**src/rtl/cost_port_arbiter.sv**
```systemverilog
// cost_port_arbiter: round-robin owner of the single cost-ROM lookup port, bursts of up to 8 beats
// Ports: CLK/RST clock and async active-high reset; req/req_valid/req_last/req_w/req_j per-engine
// burst requests and beat addresses; gnt one-hot owner; W/J address to the ROM; Cost ROM data one
// cycle after W/J; rsp_valid/rsp_cost one-hot response strobe and registered cost; busy burst active.
module cost_port_arbiter #(
  parameter int NREQ = 4,
  parameter int IDW  = 2
) (
  input  logic              CLK,
  input  logic              RST,
  input  logic [NREQ-1:0]   req,
  input  logic [NREQ-1:0]   req_valid,
  input  logic [NREQ-1:0]   req_last,
  input  logic [3*NREQ-1:0] req_w,
  input  logic [3*NREQ-1:0] req_j,
  output logic [NREQ-1:0]   gnt,
  output logic [2:0]        W,
  output logic [2:0]        J,
  input  logic [6:0]        Cost,
  output logic [NREQ-1:0]   rsp_valid,
  output logic [6:0]        rsp_cost,
  output logic              busy
);
  typedef enum logic {IDLE, BUSY} state_t;
  state_t state;
  logic [IDW-1:0] ptr, owner, sel, o1, o2;
  logic [2:0] beat_cnt;
  logic found, acc, fin, v1, v2;
  function automatic logic [IDW-1:0] wrap(input int v);
    return IDW'(v % NREQ);
  endfunction
  // descending scan so the lowest offset from ptr is the last (winning) assignment
  always_comb begin
    sel = ptr;
    found = 1'b0;
    for (int i = NREQ - 1; i >= 0; i--)
      if (req[wrap(int'(ptr) + i)]) begin
        sel = wrap(int'(ptr) + i);
        found = 1'b1;
      end
  end
  assign busy = state == BUSY;
  assign acc = busy && req_valid[owner];
  assign fin = acc && (req_last[owner] || beat_cnt == 3'd7);
  assign gnt = busy ? NREQ'(1) << owner : '0;
  assign W = acc ? req_w[3*owner +: 3] : 3'd0;
  assign J = acc ? req_j[3*owner +: 3] : 3'd0;
  assign rsp_valid = v2 ? NREQ'(1) << o2 : '0;
  always_ff @(posedge CLK or posedge RST) begin
    if (RST) begin
      state <= IDLE;
      ptr <= '0;
      owner <= '0;
      beat_cnt <= '0;
      v1 <= 1'b0;
      o1 <= '0;
      v2 <= 1'b0;
      o2 <= '0;
      rsp_cost <= '0;
    end else begin
      v1 <= acc;
      o1 <= owner;
      v2 <= v1;
      o2 <= o1;
      if (v1) rsp_cost <= Cost;
      if (state == IDLE) begin
        if (found) begin
          owner <= sel;
          beat_cnt <= '0;
          state <= BUSY;
        end
      end else if (acc) begin
        beat_cnt <= beat_cnt + 3'd1;
        if (fin) begin
          state <= IDLE;
          ptr <= wrap(int'(owner) + 1);
        end
      end
    end
  end
endmodule

```
**config.mk**
```make
export PLATFORM = sky130hd
export DESIGN_NAME = cost_port_arbiter
export DESIGN_NICKNAME = d
export VERILOG_FILES = /design/src/rtl/cost_port_arbiter.sv
export SDC_FILE = /design/constraint.sdc
export NUM_CORES = 1
export LEC_CHECK = 0
export CAP_MARGIN = 5
export CORE_ASPECT_RATIO = 0.6
export CORE_MARGIN = 1
export CORE_UTILIZATION = 39
export CTS_CLUSTER_SIZE = 16
export DETAILED_ROUTE_END_ITERATION = 16
export GPL_TIMING_DRIVEN = 0
export PLACE_DENSITY = 0.79
export SETUP_SLACK_MARGIN = 0.02
export SYNTH_ARGS = -nofsm -noshare
export SYNTH_HDL_FRONTEND = slang
export SYNTH_SLANG_ARGS = --single-unit
```
**constraint.sdc**
```tcl
create_clock -name CLK -period 1.8 [get_ports CLK]
set_input_delay 0.36 -clock CLK [delete_from_list [all_inputs] [get_ports CLK]]
set_output_delay 0.36 -clock CLK [all_outputs]
set_load 0.01 [all_outputs]
```
Yosys cells after proc, flatten, opt, wreduce, memory -nomap -nowiden
Cells that the tools add are included.
- eq/ne operators: 2
- add/subtract/negate cells: 5
- bitwise operators: 1
- reduce and logical (&&, ||, !) cells: 7
- order comparisons: 5
- multiply operators: 1
- muxes and demuxes: 31
- shifts and indexed selects: 4
- operator list (cell ; number):
    12-bit by 5-bit variable part select with 3-bit output ; 2
    2-bit by 3-bit less-than comparator with 1-bit output (second input constant) ; 5
    3-bit two-way mux ; 5
    1-bit two-way mux ; 14
    1-bit binary-select mux with 2-bit select ; 6
    2-bit two-way mux ; 4
    4-bit two-way mux ; 2
    1-bit by 2-bit left shift with 4-bit output (first input constant) ; 2
    2-bit by 1-bit adder with 2-bit output (second input constant) ; 2
    2-bit adder (second input constant) ; 2
    2-bit by 2-bit multiplier with 4-bit output (first input constant) ; 1
    2-bit AND reduction ; 2
    3-bit by 1-bit adder with 3-bit output (second input constant) ; 1
    3-bit equality test (second input constant) ; 1
    3-bit AND reduction ; 1
    1-bit logical AND ; 2
    2-bit by 1-bit != test with 1-bit output (second input constant) ; 1
    2-bit nonzero test ; 1
    1-bit logical OR ; 1
    1-bit NOT ; 1
- word-level logic and storage cells: 65
- output and inout bits: 22
- input bits: 45
- flip-flop bits (word level): 21

Logic depth before layout (Yosys ltp)
Gate-level depths: netlist of run 1.
- depth after elaboration: 9
- depth in mapped cells: 6
- gate-level depth less buffers: 6

Worst setup path before layout of run 1
OpenSTA, ideal clock, no wires.
- path kind: register -> output
- from: register owner[0]
- to: output J[0]
- path slack: 0.103 ns
- path buffers: 1
- stages on the path, launching flop included: 4
- data required time: 1.440 ns
- arrival: 1.337 ns
- cells stage by stage: dfrtp_1 > buf_4 > mux4_1 > and2_2
- cells in the longest elaborated chain, start to end: 4
- elaborated cells between the ends (all ways): 6
- those cells by class: 1 x mul; 1 x shift; 3 x mux; 1 x reduce/logical
- RTL lines (item ; line ; RTL):
    start: declaration ; 26 ; logic [IDW-1:0] ptr, owner, sel, o1, o2;
    start signal: assignment ; 68 ; owner <= sel;
    branches (longest 3 deep; another with 2-bit by 2-bit multiplier with 4-bit output) ; n/a ;
    3-bit two-way mux * ; 47 ; assign J = acc ? req_j[3*owner +: 3] : 3'd0;
    end: declaration ; 18 ; output logic [2:0] J,
Mark *: on every way between the ends. The select of a mux whose other input is x is not followed.

Worst setup path in the final report of run 1
- from: register owner[0]
- to: output W[0]
- cells in the longest elaborated chain, start to end: 4
- elaborated cells between the ends (all ways): 6
- those cells by class: 1 x mul; 1 x shift; 3 x mux; 1 x reduce/logical
- RTL lines (item ; line ; RTL):
    branches (longest 3 deep; another with 2-bit by 2-bit multiplier with 4-bit output) ; n/a ;
    3-bit two-way mux * ; 46 ; assign W = acc ? req_w[3*owner +: 3] : 3'd0;
    end: declaration ; 17 ; output logic [2:0] W,
Marked as above.

==> results.sh, run 1 <==
export IMPL_vias=1185
export IMPL_netlist_area_um2=1280
export IMPL_whs_ps=354
export IMPL_post_route_util_pct=76.9
export IMPL_fmax_mhz=503
export IMPL_n_antenna_cell=0
export IMPL_clk_latency_ps=260
export IMPL_seq_area_frac_synth_pct=40.9
export IMPL_ys_top_cells_by_area="dfrtp_1 41%, mux4_1 12%, mux2_2 7.9%"
export IMPL_setup_viol=12
export IMPL_async_reset_ff_share_pct=100
export IMPL_worstSetupStartpoint="owner[0]$_DFFE_PP0P_"
export IMPL_r2r_slack_ps=-60
export IMPL_die_w_um=76.1
export IMPL_synth_edf_count=0
export IMPL_ios=67
export IMPL_r2r_end="beat_cnt[1]$_DFFE_PP0P_"
export IMPL_final_nets=240
export IMPL_cp_endpoint="W[0]"
export IMPL_drive_gt1_share_pct=37.2
export IMPL_post_synth_top_count_cell="dfrtp_1"
export IMPL_ys_ff_latch=21
export IMPL_wl_per_cell_um=18.9
export IMPL_rsz0062_at_grt="yes"
export IMPL_syn2layout_area_growth_pct=79.9
export IMPL_p_total_mw=3.64
export IMPL_worstMarginPinSlew_ps=804
export IMPL_worstPathMaxFanout=4
export IMPL_status="finished with violations"
export IMPL_cts_tree="built"
export IMPL_core_area_um2=3000
export IMPL_clkTransAtPathRegs_ps=80
export IMPL_report_final_slew_viol_count=0
export IMPL_slew_headroom_pct=46.4
export IMPL_grt_pass1_wl_mm=6.29
export IMPL_synth_cell_type_count=31
export IMPL_drt_iter0_markers=49
export IMPL_drc=0
export IMPL_hold_class="reg2reg"
export IMPL_failed_checks="negative setup slack"
export IMPL_hold_violations=0
export IMPL_die_y_um=46.4
export IMPL_yosysTopAreaCell="dfrtp_1"
export IMPL_required_ps=1440
export IMPL_place_area_um2=2000
export IMPL_path_class="reg2out"
export IMPL_grt_pass1_vias=1236
export IMPL_cts_hold_buf=0
export IMPL_rows=15
export IMPL_maxCapViolCount=0
export IMPL_grtUsageTotal_pct=24.6
export IMPL_portBuffers=66
export IMPL_die_area_um2=3530
export IMPL_r2r_start="owner[0]$_DFFE_PP0P_"
export IMPL_synth_nets=153
export IMPL_grt_busiest_layer="met2"
export IMPL_cts_buffers=3
export IMPL_p_leak_nw=1.01
export IMPL_wirelength_mm=4.36
export IMPL_syn_inst=102
export IMPL_cp_arrival_ps=1630
export IMPL_use_met1_pct=29.2
export IMPL_use_met2_pct=49.5
export IMPL_fin_skew_ps=5.05
export IMPL_syn_avg_cell_area_um2=12.6
export IMPL_clock_root_buffer="clkbuf_8"
export IMPL_grt_max_degree=22
export IMPL_powerDensity_nw_per_um2=1580
export IMPL_end_kind="primary output"
export IMPL_synth_ff_type="dfrtp_1"
export IMPL_start_kind="flop"
export IMPL_cts_sink_count=21
export IMPL_clockBufferDepth=2
export IMPL_synth_top_area_share_pct=40.9
export IMPL_initial_core_util_pct=42.7
export IMPL_grtUsageMet3_pct=4.95
export IMPL_grt_ovfl_total=0
export IMPL_period_share_pct=110
export IMPL_setup_ws_ps=-189
export IMPL_fin_setup_tns_ps=-1290
export IMPL_min_period_ps=1990
export IMPL_hpwlAfterDp_mm=2.86
export IMPL_dr_pass1_iters=4
export IMPL_place_congestion=0.844
export IMPL_synth_warnings=0
export IMPL_final_antenna_net_count=0
export IMPL_synth_top_cells_by_count="21 x dfrtp_1, 9 x mux2_2, 7 x mux2i_1, 7 x nand2_1"
export IMPL_ir_worst_vdd_mv=0.699
export IMPL_htreeDepth=1
export IMPL_vias_per_cell=5.15
export IMPL_r2r_cells=7
export IMPL_antenna_found_initial=0
export IMPL_fin_area_um2=2310
==> flip-flops by register name, indices dropped and copies added (netlist names) <==
name	flops
v1	1
busy	1
o2	2
beat_cnt	3
ptr	2
o1	2
owner	2
v2	1
rsp_cost	7
==> placed cells by master (no fill, tap or decap), types with 2 or more instances in the layout <==
master           synthesis  final
dfrtp_1                 21     19
nand2_1                  7      7
ha_4                     0      3
a21oi_1                  3      3
o22ai_1                  2      2
nor2_1                   3      3
buf_8                    0      2
and2_4                   0      9
dfrtp_2                  0      2
mux2i_1                  7      6
buf_6                    1     15
mux2_2                   9      9
buf_4                    1      8
clkdlybuf4s50_1          0     54
inv_1                    5      4
mux4_2                   0      6
clkbuf_8                 0      3
nand2b_1                 3      2
ha_1                     6      2
o21ai_1                  2      2
and2_1                   5      2
mux2i_4                  0      2
==> timing repair <==
| item | in CTS | in global routing |
|---|---|---|
| cloned | 1 | 0 |
| buffers inserted | 12 | 3 |
| endpoints found under the setup margin | 12 | 15 |
| pin swaps | 7 | 8 |
| resized for setup | 74 | 20 |
==> layout make-up <==
| class | count | area (um2) |
|---|---|---|
| repair buffers | 82 | 845 |
| multi-input cells | 72 | 774 |
| fillers | 175 | 693 |
| flip-flops and latches | 21 | 528 |
| well taps | 42 | 52.6 |
| clock buffers | 3 | 41.3 |
| inverters | 6 | 33.8 |
| plain buffers | 3 | 30.0 |
| clock inverters | 1 | 5.00 |
==> critical path, stage by stage (launching register included) <==
cell and delay, ps:
dfrtp_2 430, clkbuf_16 170, mux4_2 490, and2_4 170, buf_6 110
==> kinds of logic (layout without fill, tap and decap cells) <==
kind of cell             after synthesis  count (layout)  share of synthesized area [%]
AO/OA/AOI/OAI                         13              13                           8.77
adder cells (fa/ha/maj)                6               6                           5.85
buffers and inverters                  9              95                           3.51
flip-flops                            21              21                           40.9
multiplexers                          24              24                           27.9
AND/OR/NAND/NOR                       29              29                           13.1
==> routing by layer <==
metal	vias up	wire (um)
met4	0	14
li1	539	-
met5	-	0
met1	616	1850
met2	28	2350
met3	2	143
==> where the power goes <==
group,internal [mW],switching (mW)
Sequential,0.700,0.200
Clock,0.154,0.153
Combinational,1.48,0.960
Total,2.33,1.31
==> worst min-delay path by stage <==
stage / from / end / slack [ps] / depth (start not counted)
6_report: o1[0]$_DFF_PP0_ / o2[0]$_DFF_PP0_ / 350 / 0
5_1_grt: o1[0]$_DFF_PP0_ / o2[0]$_DFF_PP0_ / 370 / 0
4_1_cts: o1[0]$_DFF_PP0_ / o2[0]$_DFF_PP0_ / 360 / 0
3_5_place_dp: o1[1]$_DFF_PP0_ / o2[1]$_DFF_PP0_ / 340 / 0
3_3_place_gp: o1[0]$_DFF_PP0_ / o2[0]$_DFF_PP0_ / 340 / 0
2_1_floorplan: o1[0]$_DFF_PP0_ / o2[0]$_DFF_PP0_ / 330 / 0
==> through the flow <==
stage          instances  setup slack [ps]
5_1_grt              230              -233
4_1_cts              227              -178
2_1_floorplan        102               103
6_report             230              -189
3_3_place_gp         210              -554
3_5_place_dp         210              -576
Power figures use the tool's default switching activity.
==> inputs of run 2 (changes only) <==
CORE_UTILIZATION = 41   (was 39)
CTS_BUF_LIST = sky130_fd_sc_hd__clkbuf_2   (was not set)
MAX_ROUTING_LAYER = met4   (was not set)
PLACE_DENSITY = 0.83   (was 0.79)
==> results.sh, run 2 (synthesis results as in run 1) <==
export IMPL_status="finished with violations"
export IMPL_failed_checks="negative setup slack"
export IMPL_drive_gt1_share_pct=38.7
export IMPL_post_route_util_pct=77.2
export IMPL_largest_reg_flops=7
export IMPL_largest_registers="rsp_cost x7, beat_cnt x3"
export IMPL_path_class="reg2out"
export IMPL_end_kind="primary output"
export IMPL_wl_per_cell_um=17.1
export IMPL_place_congestion=0.843
export IMPL_min_to="o2[1]$_DFF_PP0_"
export IMPL_die_area_um2=3370
export IMPL_worstPathMaxFanout=10
export IMPL_clk_latency_ps=340
export IMPL_cts_buffers=3
export IMPL_period_share_pct=117
export IMPL_fin_setup_tns_ps=-2320
export IMPL_cts_sink_count=21
export IMPL_n_antenna_cell=0
export IMPL_dr_pass1_iters=4
export IMPL_vias=1156
export IMPL_worstMarginPinSlew_ps=787
export IMPL_r2r_slack_ps=-130
export IMPL_report_final_slew_viol_count=0
export IMPL_drt_iter0_markers=52
export IMPL_final_nets=246
export IMPL_final_cell_mix="51 x clkdlybuf4s50_1, 19 x dfrtp_1, 19 x buf_4, 10 x buf_6, 9 x mux2_2"
export IMPL_p_leak_nw=1.03
export IMPL_vias_per_cell=4.90
export IMPL_cts_tree="built"
export IMPL_maxCapViolCount=0
export IMPL_required_ps=1440
export IMPL_rsz0062_at_grt="yes"
export IMPL_hold_class="reg2reg"
export IMPL_r2r_cells=7
export IMPL_seq_area_um2=528
export IMPL_grtUsageTotal_pct=25.3
export IMPL_clockBufferDepth=2
export IMPL_grt_max_degree=22
export IMPL_portBuffers=66
export IMPL_r2r_end="ptr[1]$_DFFE_PP0P_"
export IMPL_grt_pass1_wl_mm=5.80
export IMPL_grt_pass1_vias=1165
export IMPL_r2r_start="owner[1]$_DFFE_PP0P_"
export IMPL_ir_worst_vdd_mv=0.726
export IMPL_slew_headroom_pct=47.5
export IMPL_min_period_ps=2100
export IMPL_hpwlAfterDp_mm=2.77
export IMPL_clkTransAtPathRegs_ps=220
export IMPL_multi_input_area_um2=747
export IMPL_cp_arrival_ps=1740
export IMPL_hold_violations=0
export IMPL_die_y_um=45.3
export IMPL_fmax_mhz=476
export IMPL_fin_skew_ps=20.2
export IMPL_syn2layout_area_growth_pct=76.1
export IMPL_powerDensity_nw_per_um2=1510
export IMPL_clock_root_buffer="clkbuf_2"
export IMPL_place_area_um2=2000
export IMPL_setup_viol=11
export IMPL_grt_ovfl_total=0
export IMPL_hold_depth=0
export IMPL_setup_ws_ps=-300
export IMPL_layout_commonest_cell="clkdlybuf4s50_1"
export IMPL_place_worst_setup_slack_ps=-595
export IMPL_die_w_um=74.2
export IMPL_wirelength_mm=4.04
export IMPL_initial_core_util_pct=43.8
export IMPL_cts_hold_buf=0
export IMPL_worstHoldStart="o1[1]$_DFF_PP0_"
export IMPL_core_area_um2=2930
export IMPL_antenna_found_initial=0
export IMPL_ios=67
export IMPL_fin_area_um2=2260
export IMPL_htreeDepth=1
export IMPL_drc=0
export IMPL_dp_cells=210
export IMPL_nFillCells=178
export IMPL_start_kind="flop"
export IMPL_fin_cells=236
export IMPL_top_register="rsp_cost"
export IMPL_final_antenna_net_count=0
export IMPL_rows=15
## run 2: final cells by class
| type | count | area share, % |
|---|---|---|
| well taps | 42 | 2.32 |
| clock buffers | 3 | 0.664 |
| flip-flops and latches | 21 | 23.4 |
| multi-input cells | 72 | 33.0 |
| clock inverters | 1 | 0.221 |
| plain buffers | 3 | 1.33 |
| inverters | 6 | 1.55 |
| repair buffers | 88 | 37.5 |
## run 2: worst max path at each step
| stage | end | slack, ps | cells past startpoint | startpoint |
|---|---|---|---|---|
| 3_5_place_dp | W[1] | -590 | 5 | req_valid[1] |
| 2_1_floorplan | J[0] | 100 | 3 | owner[0]$_DFFE_PP0P_ |
| 6_report | W[0] | -300 | 5 | owner[1]$_DFFE_PP0P_ |
| 3_3_place_gp | W[1] | -570 | 5 | req_valid[3] |
| 5_1_grt | W[0] | -370 | 5 | owner[1]$_DFFE_PP0P_ |
| 4_1_cts | J[0] | -280 | 4 | owner[0]$_DFFE_PP0P_ |
## run 2: through the flow
step,hold WS [ps],power [mW]
2_1_floorplan,331,1.83
3_3_place_gp,334,2.49
3_5_place_dp,336,2.58
4_1_cts,377,3.23
5_1_grt,389,3.61
6_report,380,3.42
## run 2: timing repair
action	4_1_cts	5_1_grt
endpoints found under the setup margin	16	16
setup buffers	13	9
resized for setup	77	15
gates cloned	1	0
pin swaps	8	5
## run 2: power breakdown
group	total, mW	switching (mW)	internal [mW]
sequential	0.864	0.168	0.696
combinational	2.35	0.927	1.42
clock	0.203	0.152	0.0503
total	3.42	1.25	2.17
## run 2: routing by layer
layer  vias up  global-route usage [%]  wire, um
li1        550                       -         -
met1       581                    33.5      1890
met2        23                    40.7      2010
met3         2                    6.70       137
met4         0                    2.64         8
met5         -                       -         0
## run 2: critical path: stages, from the launching register on
cell	delay [ps]
dfrtp_1	450
buf_6	160
mux2i_2	170
o22ai_4	300
and2_4	210
buf_6	90
